[config.mk]
export PLATFORM = sky130hd
export DESIGN_NAME = pulse_train_gen
export DESIGN_NICKNAME = d
export VERILOG_FILES = /design/src/rtl/pulse_gen_pkg.sv /design/src/rtl/start_sync_edge.sv /design/src/rtl/pulse_train_gen.sv
export SDC_FILE = /design/constraint.sdc
export NUM_CORES = 1
export LEC_CHECK = 0
export CAP_MARGIN = 25
export CORE_AREA = 10 10 47 49
export CTS_CLUSTER_SIZE = 24
export DETAILED_ROUTE_END_ITERATION = 6
export DIE_AREA = 0 0 57 59
export PLACE_DENSITY = 0.72
export SETUP_SLACK_MARGIN = 0.5
export SLEW_MARGIN = 20
export SYNTH_ARGS = -nofsm -noshare
export SYNTH_HDL_FRONTEND = slang
export SYNTH_SLANG_ARGS = --single-unit
[constraint.sdc]
create_clock -name clk -period 2.3 [get_ports clk]
set_clock_uncertainty 0.05 [all_clocks]
set_input_delay 0.46 -clock clk [delete_from_list [all_inputs] [get_ports clk]]
set_output_delay 0.46 -clock clk [all_outputs]
set_load 0.03 [all_outputs]
[src/rtl/pulse_gen_pkg.sv]
// Shared definitions for the pulse train generator.
//   state_e      : burst FSM states
//   DefHighCyc   : default pulse high width in clock cycles
//   DefLowCyc    : default low gap after each pulse in clock cycles
package pulse_gen_pkg;

  typedef enum logic [1:0] {
    StIdle = 2'd0,
    StHigh = 2'd1,
    StLow  = 2'd2,
    StDone = 2'd3
  } state_e;

  localparam int unsigned DefHighCyc = 2;
  localparam int unsigned DefLowCyc  = 2;

endpackage

[src/rtl/start_sync_edge.sv]
// Two-flop synchronizer followed by a rising-edge detector.
// Produces a one-cycle strobe two edges after din is first sampled high;
// a held-high din yields a single strobe.
// Ports:
//   clk    : clock
//   rst    : asynchronous active-low reset
//   din    : asynchronous level input
//   strobe : one-cycle pulse on a synchronized rising edge
module start_sync_edge (
  input  logic clk,
  input  logic rst,
  input  logic din,
  output logic strobe
);

  logic [1:0] sync_q;
  logic       prev_q;

  always_ff @(posedge clk or negedge rst) begin
    if (!rst) begin
      sync_q <= 2'b00;
      prev_q <= 1'b0;
    end else begin
      sync_q <= {sync_q[0], din};
      prev_q <= sync_q[1];
    end
  end

  assign strobe = sync_q[1] & ~prev_q;

endmodule

[src/rtl/pulse_train_gen.sv]
// Pulse train generator: on an accepted start, latches n and emits exactly n
// pulses, each HIGH_CYC cycles high followed by LOW_CYC cycles low, then
// strobes done for one cycle.
// Build option: define PULSE_START_SYNC_EN to pass start through a two-flop
// synchronizer and rising-edge detector (one burst per start assertion,
// two extra cycles of accept latency). Otherwise start is a synchronous level.
// Ports:
//   clk   : clock, posedge
//   rst   : asynchronous active-low reset
//   start : burst request
//   n     : number of pulses to emit
//   x_out : pulse train (registered)
//   busy  : burst in progress (registered)
//   done  : one-cycle completion strobe (registered)
//   sent  : pulses fully emitted in current/most recent burst (registered)
module pulse_train_gen
  import pulse_gen_pkg::*;
#(
  parameter int unsigned CNT_W    = 2,
  parameter int unsigned HIGH_CYC = DefHighCyc,
  parameter int unsigned LOW_CYC  = DefLowCyc
) (
  input  logic             clk,
  input  logic             rst,
  input  logic             start,
  input  logic [CNT_W-1:0] n,
  output logic             x_out,
  output logic             busy,
  output logic             done,
  output logic [CNT_W-1:0] sent
);

  localparam int unsigned MaxCyc = (HIGH_CYC > LOW_CYC) ? HIGH_CYC : LOW_CYC;
  localparam int unsigned PhW    = (MaxCyc > 1) ? $clog2(MaxCyc) : 1;
  localparam logic [PhW-1:0] HighLast = PhW'(HIGH_CYC - 1);
  localparam logic [PhW-1:0] LowLast  = PhW'(LOW_CYC - 1);

  logic             start_stb;
  state_e           state_q;
  logic [PhW-1:0]   phase_q;
  logic [CNT_W-1:0] n_q;
  logic [CNT_W-1:0] sent_inc;

`ifdef PULSE_START_SYNC_EN
  start_sync_edge u_start_sync (
    .clk    (clk),
    .rst    (rst),
    .din    (start),
    .strobe (start_stb)
  );
`else
  assign start_stb = start;
`endif

  // Cannot wrap: sent only advances while below the latched n.
  assign sent_inc = sent + CNT_W'(1);

  always_ff @(posedge clk or negedge rst) begin
    if (!rst) begin
      state_q <= StIdle;
      phase_q <= '0;
      n_q     <= '0;
      sent    <= '0;
      x_out   <= 1'b0;
      busy    <= 1'b0;
      done    <= 1'b0;
    end else begin
      unique case (state_q)
        StIdle: begin
          if (start_stb) begin
            n_q     <= n;
            sent    <= '0;
            phase_q <= '0;
            if (n != '0) begin
              state_q <= StHigh;
              x_out   <= 1'b1;
              busy    <= 1'b1;
            end else begin
              state_q <= StDone;
              done    <= 1'b1;
            end
          end
        end
        StHigh: begin
          if (phase_q == HighLast) begin
            state_q <= StLow;
            phase_q <= '0;
            x_out   <= 1'b0;
          end else begin
            phase_q <= phase_q + PhW'(1);
          end
        end
        StLow: begin
          if (phase_q == LowLast) begin
            phase_q <= '0;
            sent    <= sent_inc;
            if (sent_inc == n_q) begin
              state_q <= StDone;
              busy    <= 1'b0;
              done    <= 1'b1;
            end else begin
              state_q <= StHigh;
              x_out   <= 1'b1;
            end
          end else begin
            phase_q <= phase_q + PhW'(1);
          end
        end
        StDone: begin
          state_q <= StIdle;
          done    <= 1'b0;
        end
        default: state_q <= StIdle;
      endcase
    end
  end

endmodule
=== After elaboration in Yosys (flattened, before gate mapping) ===
Index checks and enable logic that the tools add are counted.

* Bits of input ports: 5
* Bits in registers: 10
* Word-level logic and storage cells: 60
* Output and inout port bits: 5

* Equality and inequality tests: 11
* Reductions and logical operators: 14
* Mux-type cells: 26
* Add/subtract/negate cells: 2

{| class="wikitable"
|+ Operators with widths
! cell !! count
|-
| $mux W2 || 7
|-
| $ne A2 B2 Y1 const B || 7
|-
| $mux W1 || 13
|-
| $reduce_and A5 Y1 || 2
|-
| $pmux W2 S4 || 1
|-
| $pmux W1 S3 || 2
|-
| $reduce_and A3 Y1 || 2
|-
| $reduce_and A6 Y1 || 1
|-
| $reduce_bool A2 Y1 || 3
|-
| $reduce_bool A3 Y1 || 2
|-
| $eq A2 B2 Y1 const B || 2
|-
| $pmux W1 S2 || 2
|-
| $pmux W2 S2 || 1
|-
| $reduce_and A2 Y1 || 2
|-
| $add A2 B1 Y2 const B || 1
|-
| $eq A2 B1 Y1 const B || 1
|-
| $eq A2 B2 Y1 || 1
|-
| $logic_not A2 Y1 || 1
|-
| $reduce_or A2 Y1 || 1
|-
| $add A1 B1 Y1 const B || 1
|}

=== Depth between registers and ports, before layout ===
Gate-level depths: netlist of the first run.

* Word-level depth: 5
* Mapped depth: 7

=== Worst setup path after synthesis of the first run ===
Ideal clock, no wire load.

* Path type: reg-to-reg
* Start: register state_q[0]
* End: register sent[1]
* Buffers on the path: 1
* Stages on the path, launching flop included: 8
* Data required time: 2.129 ns
* Setup slack: 0.702 ns
* Arrival time: 1.427 ns
* Setup time: 0.121 ns
* Cell sequence: dfrtp_1 inv_1 ha_1 buf_2 nor2b_1 nor3_1 a21o_2 a22o_2

* Cells in the longest elaborated chain, start to end: 3
* Elaborated cells between the ends (all ways): 7
* Those cells by class: eq/ne (3); mux (1); reduce/logical (3)

{| class="wikitable"
|+ Ends and longest elaborated chain
! what !! RTL line !! text
|-
| start, declared || pulse_train_gen.sv:39 || <nowiki>state_e state_q;</nowiki>
|-
| start signal, assigned || pulse_train_gen.sv:60 || <nowiki>state_q <= StIdle;</nowiki>
|-
| start signal, assigned || pulse_train_gen.sv:75 || <nowiki>state_q <= StHigh;</nowiki>
|-
| start signal, assigned || pulse_train_gen.sv:79 || <nowiki>state_q <= StDone;</nowiki>
|-
| $eq A2 B2 Y1 or $logic_not A2 Y1 (tied branches) || pulse_train_gen.sv:68 || <nowiki>unique case (state_q)</nowiki>
|-
| $ne A2 B2 Y1 (no line) or $reduce_bool A2 Y1 (tied branches) || n/a ||
|-
| $reduce_and A3 Y1 (no line) || n/a ||
|-
| end signal, assigned || pulse_train_gen.sv:96 || <nowiki>sent <= sent_inc;</nowiki>
|-
| end, declared || pulse_train_gen.sv:30 || <nowiki>output logic [CNT_W-1:0] sent</nowiki>
|}

Parallel ways exist; a longest one is shown, timed or not.
A chain may end at the register's enable or synchronous reset.

=== Worst setup path after layout of the first run ===
* Start: register state_q[0]
* End: register done

* Cells in the longest elaborated chain, start to end: 3
* Elaborated cells between the ends (all ways): 10
* Those cells by class: eq/ne (6); mux (1); reduce/logical (3)

{| class="wikitable"
|+ Ends and longest elaborated chain
! what !! RTL line !! text
|-
| $eq A2 B2 Y1 or $logic_not A2 Y1 (tied branches) || pulse_train_gen.sv:68 ||
|-
| $ne A2 B2 Y1 (no line) or $reduce_bool A3 Y1 (tied branches) || n/a ||
|-
| $reduce_and A5 Y1 (no line) || n/a ||
|-
| end signal, assigned || pulse_train_gen.sv:66 || <nowiki>done <= 1'b0;</nowiki>
|-
| end signal, assigned || pulse_train_gen.sv:80 || <nowiki>done <= 1'b1;</nowiki>
|-
| end signal, assigned || pulse_train_gen.sv:100 || <nowiki>done <= 1'b1;</nowiki>
|-
| end, declared || pulse_train_gen.sv:29 || <nowiki>output logic done,</nowiki>
|}

Parallel ways exist; a longest one is shown, timed or not.

==> reports/qor.yml, run 1 <==
critPathCaptureType: "register"
hold_viol: 0
fp.dieW_microns: 57
synth_edf_count: 0
async_flop_share_pct: 100
place_area_sq_um: 733
grt_start_max_net_pins: 12
met1_usage_pct: 9.57
setup_viol: 0
ir_drop_mv: 0.646
cts_tree: "built"
fin_nets: 88
drt-initial-drc-count: 13
dr.pass1.iters: 4
met2_usage_pct: 13.5
fmax_mhz: 588
yosysMostFrequentCell: "dfrtp_1"
syn_inst: 67
critPathKind: "register to register"
setup-tns-final_ns: 0
power_mw: 1.12
p_per_area_mw_per_mm2: 1480
n_fill_cell: 151
syn_area_sq_um: 632
final_cell_area_sq_um: 757
synth-main-ff-cell: "dfrtp_1"
worst_ep_arrival_time_ns: 1.83
use_met3_pct: 3.00
syn-num-nets: 76
comb_power_share_pct: 59.4
cts_sinks: 10
power.switching_uw: 514
cts_made_buffers: 3
io_buffers: 9
worstSetupStartpointType: "register"
dpl.hpwl_microns: 1030
status: "finished clean"
ys_top_cells_by_area: "dfrtp_1 (40%), ha_1 (7.9%), mux2i_1 (6.3%)"
initial_core_util_pct: 45.1
drc: 0
clk_pin_slew_worst_paths_ns: 0.06
row_count: 14
yosys_warnings: 0
io_pins: 10
synth.ff_latch_count: 10
cts_setup_buffers: 0
area_growth_pct: 19.8
period_share_pct: 73.9
post_drt_via_cell_ratio: 5.41
seq_area_frac_synth_pct: 39.6
ys_types: 28
fin_crit_ns: 1.70
sequentialPowerShare_pct: 30.1
antenna_found_initial: 0
h-tree-depth: 1
worst_pin_slew_ns: 0.496
yosys-top-cells-count: "dfrtp_1 (10), nor2_1 (6), nand2_1 (5)"
slew_viol_final: 0
die-area_sq_mm: 0.00336
yosysTopAreaCell: "dfrtp_1"
ctsHoldBuffers: 0
crit_path_max_fanout: 11
p_clk_share_pct: 10.5
clk_path_buf_depth: 2
intPower_uw: 610
grt_usage_pct: 8.61
wl_per_cell_microns: 14.3
coreArea_sq_mm: 0.00140
critPathRequiredTime_ns: 2.43
clk_latency_ns: 0.26
grt_pass1_wl_microns: 2260
die_y_microns: 59
top_usage_layer: "met2"
slew_headroom_pct: 66.0
vias: 503
grt_overflow: 0
drv_cap: 0
hold_path_class: "register to register"
hold-worst-slack_ns: 0.457
drtAntennaViolNets: 0
globalplace.congestion: 0.926
synth_top_area_share_pct: 39.6
syn_area_per_cell_sq_um: 9.43
antenna_cells: 0
switching_share_pct: 45.7
rsz0062_at_grt: "true"
root_buffer: "clkbuf_4"
wl_microns: 1330
grt_pass1_vias: 522
drive_gt1_share_pct: 14.3
p_leak_nw: 0.348
-- cell families (layout without fill, tap and decap cells) --
| logic type | after synthesis | count (layout) | synth area share, % |
|---|---|---|---|
| fa+ha+maj | 4 | 4 | 7.92 |
| simple gates | 21 | 21 | 16.0 |
| flops | 10 | 10 | 39.6 |
| buf+inv | 6 | 16 | 3.76 |
| compound gates | 19 | 19 | 21.4 |
| mux | 6 | 6 | 9.90 |
| xor+xnor | 1 | 1 | 1.39 |
-- final timing paths --
| check | from | endpoint | slack (ns) | depth (start not counted) |
|---|---|---|---|---|
| max | state_q[0]$_DFFE_PN0P_ | done$_DFFE_PN0P_ | 0.60 | 6 |
| min | busy$_DFFE_PN0P_ | busy$_DFFE_PN0P_ | 0.46 | 1 |
| max reg2reg | state_q[0]$_DFFE_PN0P_ | done$_DFFE_PN0P_ | 0.60 | 6 |
| min reg2reg | busy$_DFFE_PN0P_ | busy$_DFFE_PN0P_ | 0.46 | 1 |
| max in group asynchronous | rst | done$_DFFE_PN0P_ | 1.42 | 1 |
| min in group asynchronous | rst | sent[1]$_DFFE_PN0P_ | 0.47 | 1 |
-- final cells by class --
| class | instances | area, sq um | area share (%) |
|---|---|---|---|
| clock buffer | 3 | 22.5 | 2.98 |
| timing repair buffer | 9 | 83.8 | 11.1 |
| multi-input combinational | 51 | 365 | 48.3 |
| inverter | 4 | 15.0 | 1.98 |
| tap | 16 | 20.0 | 2.64 |
| sequential | 10 | 250 | 33.1 |
-- cell usage in the layout, fill, tap and decap left out, drive strengths merged --
master         count
a211oi             3
a21boi             1
a21o               2
a21oi              3
a22o               2
and4               1
clkbuf             3
clkdlybuf4s50      4
dfrtp             10
dlygate4sd2        5
ha                 4
inv                4
mux2               2
mux2i              4
nand2              5
nand2b             4
nand3              2
nor2               6
nor2b              1
nor3               2
o21a               1
o21ai              4
o21bai             1
o22ai              1
o2bb2ai            1
xor2               1
-- repair_timing --
| action | 4_1_cts | 5_1_grt |
|---|---|---|
| gates cloned | 0 | 0 |
| gates resized for setup | 6 | 2 |
| setup endpoints to repair | 7 | 3 |
-- layer usage --
| metal | vias to the layer above | routed length, microns |
|---|---|---|
| li1 | 258 | - |
| met1 | 230 | 616 |
| met2 | 10 | 598 |
| met3 | 5 | 74 |
| met4 | 0 | 40 |
| met5 | - | 0 |
-- critical path, stage by stage (launching register included) --
cell,delay [ns]
dfrtp_1,0.40
inv_1,0.12
ha_2,0.30
nor2b_2,0.25
a21oi_1,0.08
and4_1,0.21
nor3_1,0.19
-- power by group through the flow --
stage	Combinational, mW	Clock (mW)	Sequential [mW]
after global routing	0.753	0.130	0.353
after detailed placement	0.684	0	0.345
final	0.667	0.118	0.338
after CTS	0.666	0.123	0.341
after global placement	0.673	0	0.342
after floorplan	0.445	0	0.400
-- through the flow --
stage	cells	setup slack, ns	utilization, %
after global placement	90	0.461	52.3
after detailed placement	90	0.403	52.3
after global routing	93	0.493	54.0
after floorplan	67	0.702	-
after CTS	93	0.512	53.7
final	93	0.599	54.0
-- registers in the layout (all words and copies together), names as in the netlist --
register / count
x_out: 1
n_q: 2
done: 1
state_q: 2
busy: 1
phase_q: 1
sent: 2
Note: power is estimated with default switching activity, not from simulation.
==> inputs of run 2 (changes only) <==
- CORE_AREA: 10 10 47 49 -> default
- CORE_MARGIN: default -> 10
- CORE_UTILIZATION: default -> 45
- DIE_AREA: 0 0 57 59 -> default
- PLACE_DENSITY: 0.72 -> 0.71
- clock period: 2.3 -> 1.4 ns (I/O delays scaled with it)
==> run 2 against run 1 <==
Against the previous run: the flow now finishes with violations (setup timing); setup slack got worse by 0.69 ns; utilization rose by 26 points; register-to-register slack got worse by 0.69 ns; clock-buffer cell count rose by 1; die area fell by 1.8%; power rose by 150%; first-iteration DRC count rose by 38%; critical path depth did not move; sequential power rose by 64%; largest power group unchanged.
==> reports/qor.yml, run 2 (synthesis results as in run 1) <==
status: "finished with violations"
violations: "setup timing"
grt_pass1_vias: 644  # +23%
cp_slowest_stage_delay_ns: 0.41  # about the same
coreArea_sq_mm: 0.00132  # -6.0%
p_leak_nw: 0.497  # +43%
critPathKind: "register to register"
r2r_cells: 6  # unchanged
h-tree-depth: 1  # unchanged
io_buffers: 9  # unchanged
p_clk_share_pct: 10.0  # -0.5 points
cts_made_buffers: 3  # unchanged
top_regs: "n_q (2), sent (2), state_q (2)"
area_growth_pct: 66.5
die-area_sq_mm: 0.00330  # -1.8%
fp.dieW_microns: 57.5  # +0.82%
wl_per_cell_microns: 15.3  # +7.0%
finalCoreUtilization_pct: 79.9  # +26 points
clk_latency_ns: 0.27  # about the same
fin_crit_ns: 1.49  # -0.209 ns
dpl.hpwl_microns: 1220  # +18%
grt_pass1_wl_microns: 2920  # +29%
die_y_microns: 57.5  # -2.6%
grt_start_max_net_pins: 11  # -1
io_pins: 10  # unchanged
fin_nets: 111  # +26%
switching_share_pct: 41.3  # -4.4 points
critical_path.slowest_cell: "dfrtp_1"
antenna_cells: 0  # unchanged
dr.pass1.iters: 4  # unchanged
r2r_setup_slack_ns: -0.09  # -0.69 ns
grt_overflow: 0  # unchanged
crit_path_max_fanout: 8  # -3
comb_power_share_pct: 69.9  # +11 points
critPathCaptureType: "register"
period_share_pct: 107  # +33 points
hold-worst-slack_ns: 0.231  # -0.226 ns
drt-initial-drc-count: 18  # +5
slew_viol_final: 0  # unchanged
drv_cap: 0  # unchanged
setup_viol: 7  # +7
crit_chain: "inv_2 -> ha_4 -> nor2b_4 -> nor3_2 -> a21o_2 -> a22o_2"
worstSetupStartpointType: "register"
drive_gt1_share_pct: 53.5  # +39 points
antenna_found_initial: 0  # unchanged
critPathRequiredTime_ns: 1.51  # -0.92 ns
cts_tree: "built"
slew_headroom_pct: 82.0  # +16 points
root_buffer: "clkbuf_4"
final_common_cell: "buf_4"
grt_usage_pct: 10.7  # +2.1 points
drtAntennaViolNets: 0  # unchanged
power.switching_mw: 1.14  # +120%
hold_path_class: "input pin to async pin"
fmax_mhz: 670  # +14%
setup_ws_ns: -0.0916  # -0.691 ns
p_per_area_mw_per_mm2: 2630  # +77%
worst_pin_slew_ns: 0.267  # -0.230 ns
globalplace.congestion: 0.830  # -10%
r2r-end: "sent[1]$_DFFE_PN0P_"
hold_viol: 0  # unchanged
worst_r2r_startpoint: "state_q[1]$_DFFE_PN0P_"
setup-tns-final_ns: -0.344  # -0.344 ns
power_mw: 2.76  # +150%
intPower_mw: 1.62  # +170%
initial_core_util_pct: 48.0  # +2.9 points
wl_microns: 1770  # +33%
sequentialPowerShare_pct: 20.0  # -10 points
cp-startpoint: "state_q[1]$_DFFE_PN0P_"
vias: 614  # +22%
row_count: 13  # -1
cts_sinks: 10  # unchanged
clk_pin_slew_worst_paths_ns: 0.08  # +0.02 ns
post_drt_via_cell_ratio: 5.29  # -2.1%
drc: 0  # unchanged
layout.cells.most_common_list: "buf_4 (20), dfrtp_1 (9), buf_6 (8)"
rsz0062_at_grt: "true"
clk_path_buf_depth: 2  # unchanged
worst_ep_arrival_time_ns: 1.60  # -0.23 ns
ir_drop_mv: 1.71  # +160%
## run 2: worst max path at each step
stage	slack, ns	endpoint	cells after the start
finish	-0.09	sent[1]$_DFFE_PN0P_	6
global route	-0.17	x_out$_DFFE_PN0P_	6
CTS	-0.09	sent[1]$_DFFE_PN0P_	6
detailed placement	-0.24	x_out$_DFFE_PN0P_	5
global placement	-0.21	done$_DFFE_PN0P_	6
floorplan	-0.04	sent[1]$_DFFE_PN0P_	7
## run 2: cell type report
type	count	area (sq um)
timing repair buffer	32	280
fill	86	265
tap	15	18.8
clock buffer	4	36.3
sequential	10	251
multi-input combinational	51	450
inverter	4	15.0
## run 2: what timing repair did
action | CTS | global route
endpoints found under the setup margin | 15 | 15
hold buffers | 0 | 0
resized for setup | 29 | 7
buffers inserted | 5 | 2
pin swaps | 3 | 3
## run 2: metrics by stage
stage / instance area (sq um) / std cells / setup slack (ns)
after global routing: 1050 / 116 / -0.167
after floorplan: 678 / 67 / -0.0441
after CTS: 1010 / 114 / -0.0889
after global placement: 875 / 105 / -0.208
after detailed placement: 875 / 105 / -0.243
final: 1050 / 116 / -0.0916
## run 2: metal layers
metal	vias up	share of wire [%]	global-route usage, %
met2	19	53	17.9
met3	2	3.0	2.88
met1	287	44	13.0
li1	306	-	-
met5	-	0	0
met4	0	0.56	2.68
## run 2: worst max-delay path, delay by kind of cell, from the launching register on
family                     cells  cell delay (ns)
DFF                            1             0.41
AOI/OAI and AO/OA              2             0.38
and+or+nand+nor                2             0.25
adders and majority gates      1             0.18
buffers and inverters          1             0.10
## run 2: power groups by stage
stage               combinational (mW)  clock (mW)  sequential (mW)
CTS                               1.78       0.278            0.552
detailed placement                1.51           0            0.558
finish                            1.93       0.277            0.554
floorplan                        0.861           0            0.666
global placement                  1.48           0            0.548
global route                      2.09       0.289            0.577
==> inputs of run 3 (changes only) <==
- ABC_CLOCK_PERIOD_IN_PS: default -> 1400
- SKIP_CTS_REPAIR_TIMING: default -> 1
==> run 3 against run 2 <==
Against the previous run: the flow still finishes with violations (setup timing); first-iteration DRC count decreased by 83%; clock power about the same; non-clock buffer count decreased by 4; utilization decreased by 3.9 points; largest power group unchanged; sequential cell count unchanged; wire length decreased by 5.3%; global-route usage decreased by 1.2 points; maximum frequency decreased by 2.4%; sequential share of layout area increased by 1.2 points; critical path type unchanged.
==> reports/qor.yml, run 3 (synthesis results as in run 1) <==
drc: 0  # unchanged
globalplace.congestion: 0.830  # unchanged
period_share_pct: 109  # +2.6 points
crit_buf_inv: 1  # unchanged
dpl.hpwl_microns: 1220  # unchanged
critPathTopFamily: "flip-flops"
switching_share_pct: 42.1  # +0.80 points
crit_chain: "inv_2 -> ha_4 -> nor2b_4 -> nor3_2 -> a21o_2 -> a22o_2"
grt_pass1_wl_microns: 2600  # -11%
hold_viol: 0  # unchanged
drtAntennaViolNets: 0  # unchanged
final_common_cell: "buf_4"
cts_sinks: 10  # unchanged
row_count: 13  # unchanged
comb_power_share_pct: 67.8  # -2.1 points
clk_path_buf_depth: 2  # unchanged
h-tree-depth: 1  # unchanged
slew_viol_final: 0  # unchanged
fin_cells: 112  # -3.4%
dr.pass1.iters: 4  # unchanged
io_buffers: 9  # unchanged
cp-startpoint: "state_q[0]$_DFFE_PN0P_"
critical_path.slowest_cell: "dfrtp_1"
drv_cap: 0  # unchanged
final_cell_area_sq_mm: 0.00100  # -4.9%
grt_pass1_vias: 586  # -9.0%
critPathRequiredTime_ns: 1.51  # about the same
rsz0062_at_grt: "true"
antenna_cells: 0  # unchanged
slew_headroom_pct: 83.9  # +1.9 points
cp_slowest_stage_delay_ns: 0.41  # about the same
drt-initial-drc-count: 3  # -15
power_mw: 2.61  # -5.7%
sequentialPowerShare_pct: 21.5  # +1.5 points
fp.dieW_microns: 57.5  # unchanged
worst_pin_slew_ns: 0.239  # -0.0280 ns
grt_overflow: 0  # unchanged
intPower_mw: 1.51  # -6.9%
ir_drop_mv: 1.64  # -4.1%
die_y_microns: 57.5  # unchanged
p_leak_nw: 0.469  # -5.6%
fmax_mhz: 654  # -2.4%
layout.cells.most_common_list: "buf_4 (17), dfrtp_1 (9), buf_6 (7)"
dp_slack_ns: -0.243  # unchanged
worst_ep_arrival_time_ns: 1.64  # +0.04 ns
setup_viol: 5  # -2
place_area_sq_um: 875  # unchanged
grt_usage_pct: 9.50  # -1.2 points
setup_ws_ns: -0.129  # -0.0370 ns
status: "finished with violations"
grt_start_max_net_pins: 11  # unchanged
root_buffer: "clkbuf_4"
coreArea_sq_mm: 0.00132  # unchanged
post_drt_via_cell_ratio: 5.19  # -2.0%
top_regs: "n_q (2), sent (2), state_q (2)"
dp_cells: 105  # unchanged
critPathKind: "register to register"
wl_per_cell_microns: 15.0  # -1.9%
power.switching_mw: 1.10  # -3.8%
p_per_area_mw_per_mm2: 2610  # -0.82%
vias: 581  # -5.4%
fin_nets: 107  # -3.6%
cts_made_buffers: 3  # unchanged
violations: "setup timing"
cp.depth: 6  # unchanged
initial_core_util_pct: 48.0  # unchanged
die-area_sq_mm: 0.00330  # unchanged
area_growth_pct: 58.4
fin_crit_ns: 1.53  # +0.0370 ns
hold_path_class: "input pin to async pin"
worstSetupStartpointType: "register"
antenna_found_initial: 0  # unchanged
finalCoreUtilization_pct: 76.0  # -3.9 points
clk_pin_slew_worst_paths_ns: 0.08  # about the same
worst_r2r_startpoint: "state_q[0]$_DFFE_PN0P_"
p_clk_share_pct: 10.7  # +0.7 points
crit_path_max_fanout: 8  # unchanged
r2r_cells: 6  # unchanged
critPathCaptureType: "register"
io_pins: 10  # unchanged
drive_gt1_share_pct: 51.5  # -1.9 points
wl_microns: 1680  # -5.3%
cts_tree: "built"
clk_latency_ns: 0.28  # about the same
[run 3: cell count changes in the layout (fill, tap and decap cells not counted), sizes merged]
| cell | before | now |
|---|---|---|
| buf | 28 | 24 |
[run 3: area by class of cell]
class	count	area [sq um]
Tap cell	15	18.8
Sequential cell	10	251
Multi-Input combinational cell	51	433
Clock buffer	4	36.3
Timing Repair Buffer	28	246
Inverter	4	15.0
Fill cell	95	317
[run 3: through the flow]
| stage | hold WS, ns | setup TNS, ns |
|---|---|---|
| after global placement | 0.465 | -0.852 |
| final | 0.230 | -0.348 |
| after global routing | 0.257 | -0.880 |
| after floorplan | -0.0656 | -0.0925 |
| after detailed placement | 0.471 | -1.03 |
| after CTS | 0.238 | -0.987 |
[run 3: metal layers]
layer | vias up | routed length, microns | global-route usage, %
met5 | - | 0 | 0
met4 | 0 | 23 | 2.01
met3 | 4 | 53 | 3.10
met2 | 11 | 852 | 15.8
met1 | 270 | 749 | 11.5
li1 | 296 | - | -
[run 3: power groups by stage]
| stage | logic, mW | clock network [mW] | registers [mW] |
|---|---|---|---|
| after floorplan | 0.861 | 0 | 0.666 |
| after global placement | 1.48 | 0 | 0.548 |
| after detailed placement | 1.51 | 0 | 0.558 |
| after CTS | 1.52 | 0.278 | 0.548 |
| after global routing | 1.93 | 0.288 | 0.583 |
| final | 1.77 | 0.279 | 0.560 |
[run 3: worst paths after layout]
kind	endpoint	slack, ns
setup / recovery	sent[1]$_DFFE_PN0P_	-0.13
hold / removal	sent[0]$_DFFE_PN0P_	0.23
setup reg to reg	sent[1]$_DFFE_PN0P_	-0.13
hold reg to reg	n_q[0]$_DFFE_PN0P_	0.49
max in group asynchronous	sent[1]$_DFFE_PN0P_	0.91
min in group clk	n_q[0]$_DFFE_PN0P_	0.49
[run 3: worst register-to-register path: stages, from the launching register on]
cell	delay [ns]
dfrtp_1	0.41
inv_2	0.10
ha_4	0.20
nor2b_4	0.21
nor3_2	0.05
a21o_2	0.18
a22o_2	0.21
